`config.mk`:
```
export PLATFORM = sky130hd
export DESIGN_NAME = wave_serializer
export DESIGN_NICKNAME = d
export VERILOG_FILES = /design/src/rtl/wave_serializer.sv
export SDC_FILE = /design/constraint.sdc
export NUM_CORES = 1
export LEC_CHECK = 0
export BUFFER_PORTS_ARGS = -buffer_cell sky130_fd_sc_hd__buf_4
export CORE_ASPECT_RATIO = 0.6
export CORE_MARGIN = 1.5
export CORE_UTILIZATION = 64
export CTS_CLUSTER_SIZE = 40
export DETAILED_ROUTE_END_ITERATION = 10
export PLACE_DENSITY = 0.92
export REMOVE_ABC_BUFFERS = 1
export SYNTH_ARGS = -nofsm -noshare
export SYNTH_HDL_FRONTEND = slang
export SYNTH_SLANG_ARGS = --single-unit
```
`constraint.sdc`:
```
create_clock -name Clock -period 5.4 [get_ports Clock]
set_input_delay 0.27 -clock Clock [delete_from_list [all_inputs] [get_ports Clock]]
set_output_delay 0.27 -clock Clock [all_outputs]
set_load 0.02 [all_outputs]
```
`src/rtl/wave_serializer.sv`:
```
// I2S output stage: buffers filtered mono samples in a small FIFO and sends
// each one on both channels of a 64-BitClk stereo frame.
module wave_serializer #(
    parameter int SAMPLE_WIDTH    = 24,
    parameter int CLK_DIV         = 4,
    parameter int FIFO_DEPTH_LOG2 = 2
) (
    input  logic                       Clock,
    input  logic                       Reset,
    input  logic [SAMPLE_WIDTH-1:0]    WaveIn,
    input  logic                       WaveValid,
    output logic                       WaveReady,
    input  logic                       Mute,
    output logic                       BitClk,
    output logic                       WordSel,
    output logic                       SerialData,
    output logic [FIFO_DEPTH_LOG2:0]   FifoLevel,
    output logic [7:0]                 Underrun
);

    localparam int DEPTH = 1 << FIFO_DEPTH_LOG2;
    localparam int DIV_W = $clog2(CLK_DIV);

    logic [DIV_W-1:0]           r_div;
    logic                       r_bclk;
    logic [5:0]                 r_cnt;
    logic                       r_wsel;
    logic                       r_sd;
    logic [SAMPLE_WIDTH-1:0]    r_sample;
    logic [7:0]                 r_underrun;
    logic [FIFO_DEPTH_LOG2:0]   r_level;
    logic [FIFO_DEPTH_LOG2-1:0] r_wr_ptr;
    logic [FIFO_DEPTH_LOG2-1:0] r_rd_ptr;
    logic [SAMPLE_WIDTH-1:0]    r_mem [DEPTH];

    logic                       w_wrap;
    logic                       w_fall;
    logic                       w_frame_start;
    logic [5:0]                 w_cnt_nxt;
    logic [4:0]                 w_pos;
    logic [5:0]                 w_idx;
    logic                       w_bit;
    logic                       w_empty;
    logic                       w_push;
    logic                       w_pop;

    assign w_wrap        = (r_div == DIV_W'(CLK_DIV - 1));
    assign w_fall        = w_wrap && r_bclk;
    assign w_cnt_nxt     = r_cnt + 6'd1;
    assign w_frame_start = w_fall && (r_cnt == 6'd63);
    assign w_pos         = w_cnt_nxt[4:0];

    assign w_empty   = (r_level == '0);
    assign WaveReady = (r_level != (FIFO_DEPTH_LOG2+1)'(DEPTH));
    assign w_push    = WaveValid && WaveReady;
    // An empty FIFO cannot be popped even if a push lands the same cycle.
    assign w_pop     = w_frame_start && !w_empty;

    // One-bit I2S delay: slot position 0 is blank, MSB follows, then zero pad.
    always_comb begin
        w_idx = 6'(SAMPLE_WIDTH) - {1'b0, w_pos};
        w_bit = 1'b0;
        if (w_pos >= 5'd1 && {1'b0, w_pos} <= 6'(SAMPLE_WIDTH))
            w_bit = r_sample[w_idx];
    end

    always_ff @(posedge Clock or negedge Reset) begin
        if (!Reset) begin
            r_div  <= '0;
            r_bclk <= 1'b0;
        end else if (w_wrap) begin
            r_div  <= '0;
            r_bclk <= ~r_bclk;
        end else begin
            r_div  <= r_div + 1'b1;
        end
    end

    always_ff @(posedge Clock or negedge Reset) begin
        if (!Reset) begin
            r_cnt      <= 6'd63;
            r_wsel     <= 1'b0;
            r_sd       <= 1'b0;
            r_sample   <= '0;
            r_underrun <= '0;
        end else if (w_fall) begin
            r_cnt  <= w_cnt_nxt;
            r_wsel <= w_cnt_nxt[5];
            r_sd   <= w_bit;
            if (w_frame_start) begin
                r_sample <= (Mute || w_empty) ? '0 : r_mem[r_rd_ptr];
                if (w_empty && r_underrun != 8'hFF)
                    r_underrun <= r_underrun + 8'd1;
            end
        end
    end

    always_ff @(posedge Clock or negedge Reset) begin
        if (!Reset) begin
            r_level  <= '0;
            r_wr_ptr <= '0;
            r_rd_ptr <= '0;
        end else begin
            if (w_push) r_wr_ptr <= r_wr_ptr + 1'b1;
            if (w_pop)  r_rd_ptr <= r_rd_ptr + 1'b1;
            case ({w_push, w_pop})
                2'b10:   r_level <= r_level + 1'b1;
                2'b01:   r_level <= r_level - 1'b1;
                default: r_level <= r_level;
            endcase
        end
    end

    // Storage needs no reset; the pointers define what is valid.
    always_ff @(posedge Clock) begin
        if (w_push) r_mem[r_wr_ptr] <= WaveIn;
    end

    assign BitClk     = r_bclk;
    assign WordSel    = r_wsel;
    assign SerialData = r_sd;
    assign FifoLevel  = r_level;
    assign Underrun   = r_underrun;

endmodule

```
==> flow_metrics.py <==
metrics = {
    "sta": {
        "max_freq_mhz": 277.9,
        "min_period_ns": 3.598,
        "tightest_slew_ns": 1.245,
        "clock_skew_ns": 0.01088,
        "setup-violations-final": 0,
        "slew_headroom_pct": 17.01,
        "fin_setup_tns_ns": 0,
        "whs_ns": 0.05008,
        "rsz0062_at_grt": "no",
        "fin_crit_sh_pct": 66.64,
        "drv_slew": 0,
        "hold_viol_final": 0,
    },
    "synth": {
        "yosys.area.top_type_share_pct": 48.27,
        "synth_seq_cells": 146,
        "syn_avg_cell_area_um2": 17.77,
        "synth.area.top_cells": "edfxtp_1, dfrtp_1, mux4_2",
        "yosys-top-cells-count": "edfxtp_1, dfrtp_1, mux4_2",
        "synth_top_area_cell": "edfxtp_1",
        "synth_edf_count": 96,
        "synth_ff_type": "edfxtp_1",
        "netlist_instances": 336,
        "async_flop_share_pct": 34.25,
        "yosys_warnings": 0,
        "yosysUniqueCellTypes": 44,
        "synth_area_um2": 5972,
        "yosysMostFrequentCell": "edfxtp_1",
        "ys_seq_area_share_pct": 69.35,
    },
    "global_routing": {
        "grt_first_pass_wirelength_um": 17840,
        "track_usage_pct": 25.02,
        "grt_overflow": 0,
        "antenna_found_initial": 0,
        "grt_start_max_net_pins": 51,
        "grt_pass1_vias": 3236,
    },
    "route": {
        "ant_nets": 0,
        "drc": 0,
        "wl_um": 11150,
        "first_pass_iters": 5,
        "wire_per_inst_um": 21.65,
        "vias_per_cell": 6.188,
        "num_vias": 3187,
        "drt-initial-drc-count": 374,
    },
    "clock_network": {
        "post_cts_resized": 0,
        "clkLatencyLatePin_ns": 0.41,
        "cts_hold_buf": 1,
        "clk_pin_slew_ns": 0.06,
        "clock-root-buffer": "clkbuf_16",
        "cts_num_sinks": 146,
        "cts-root-to-sink-buffers": 2,
        "cts_buffers": 17,
        "cts_tree": "done",
        "postCtsSetupRepairBufs": 0,
        "htree_levels": 4,
    },
    "floorplanning": {
        "die_area_um2": 9939,
        "die_height_um": 77.83,
        "io_pins": 43,
        "die_x_um": 127.7,
        "rows": 27,
        "core-area_um2": 9121,
        "start_util_pct": 65.47,
    },
    "critical_path": {
        "critPathKind": "reg -> reg",
        "crit_fanout": 26,
        "crit_chain": "ha_1 > nand2_1 > nor2_2 > nand3_2 > nor2_1 > ha_1 > inv_1 > fa_1 > xor2_1 > nor2_1 > xor2_1",
        "crit_required_ns": 5.73,
        "cpMaxStageDelayCell": "dfstp_2",
        "slowest_delay_ns": 0.75,
        "crit_path_start_kind": "flop",
        "crit_arrival_ns": 3.93,
        "cp-end-kind": "flop",
    },
    "job": {
        "cap_violations": 0,
    },
    "run_status": {
        "status": "finished clean",
    },
    "cells_and_area": {
        "fin_nets": 424,
        "diodes": 0,
        "drive_gt1_share_pct": 30.83,
        "syn_to_final_growth_pct": 16.89,
    },
    "placement": {
        "port_buffers": 42,
        "gp_congestion": 0.9038,
        "place_hpwl_um": 6363,
    },
    "worst_hold_path": {
        "hold_class": "in -> reg",
    },
    "power_and_ir_drop": {
        "p_per_area_nw_per_um2": 415.1,
        "ir_worst_vdd_uv": 256.9,
        "static-leakage-power_nw": 2.701,
        "power.total_mw": 2.898,
    },
}
metrics by stage:
stage / worst slack [ns] / area (um2) / cells / util, %
global placement: 2.035 / 6381 / 482 / 69.96
global route: 1.498 / 6980 / 515 / 76.53
finish: 1.802 / 6980 / 515 / 76.53
CTS: 1.779 / 6980 / 515 / 76.53
detailed placement: 1.835 / 6381 / 482 / 69.96
floorplan: 2.367 / 5883 / 319 / -
cells by family (layout without fill, tap and decap cells):
logic type	after synthesis	count (layout)	share of synthesized area, %
buffers and inverters	27	90	2.116
AOI/OAI and AO/OA	35	35	4.861
DFF	146	146	69.35
adders and majority gates	10	10	2.221
xor gates and xnor gates	23	23	3.373
and+or+nand+nor	59	59	5.699
muxes	36	36	12.38
layout by cell type, fill, tap and decap left out, types with 3 or more instances in the layout:
cell type and count:
a21oi_1 3, a22o_1 24, and3_1 6, buf_4 47
bufinv_16 3, clkbuf_1 4, clkbuf_16 17, clkinvlp_4 3
dfrtp_1 44, dfstp_2 6, edfxtp_1 96, ha_1 9
inv_1 10, mux2_2 3, mux2i_1 3, mux4_2 30
nand2_1 14, nand3_1 9, nand4_1 3, nor2_1 8
xnor2_1 10, xor2_1 13
critical path: cells and delay by family, from the launching register on:
kind | cells | cell delay, ns
flops | 1 | 0.75
fa+ha+maj | 3 | 1.06
buf+inv | 1 | 0.06
simple gates | 5 | 1.29
xor+xnor | 2 | 0.33
area by class of cell:
class | count | area (um2)
clock inverters | 10 | 135.1
multi-input cells | 163 | 1704
clock buffers | 22 | 454.2
inverters | 10 | 37.54
repair buffers | 48 | 362.8
well taps | 116 | 145.1
flip-flops and latches | 146 | 4141
fillers | 486 | 2141
power breakdown:
group / switching (mW) / total (mW) / internal (mW)
combinational: 0.194 / 0.307 / 0.113
sequential: 0.0499 / 1.42 / 1.37
clock: 0.431 / 1.17 / 0.736
total: 0.675 / 2.90 / 2.22
worst paths after layout:
kind                                      startpoint                  endpoint  slack, ns  cells past startpoint
min in group asynchronous                      Reset    SerialData$_DFFE_PN0P_       0.41                      2
worst min register to register    r_div[0]$_DFF_PN0_        r_div[0]$_DFF_PN0_       0.44                      1
worst min-delay path                      WaveIn[15]    r_mem[2][15]$_DFFE_PP_       0.05                      1
max in group asynchronous                      Reset  r_sample[15]$_DFFE_PN0P_       4.53                      2
worst max-delay path            r_cnt[0]$_DFFE_PN1P_  FifoLevel[2]$_DFFE_PN0P_       1.80                     11
worst max register to register  r_cnt[0]$_DFFE_PN1P_  FifoLevel[2]$_DFFE_PN0P_       1.80                     11
registers in the layout, summed over array words and instances (netlist names):
name,flops
r_mem,96
SerialData,1
r_cnt,6
r_sample,24
r_div,2
WordSel,1
r_rd_ptr,2
Underrun,8
FifoLevel,3
BitClk,1
r_wr_ptr,2
layer usage:
| metal | global-route usage [%] | wire [um] |
|---|---|---|
| met1 | 35.04 | 4735 |
| met2 | 38.32 | 5514 |
| met3 | 7.172 | 728 |
| met4 | 9.213 | 170 |
| met5 | 0 | 0 |
Note: power is estimated with default switching activity, not from simulation.
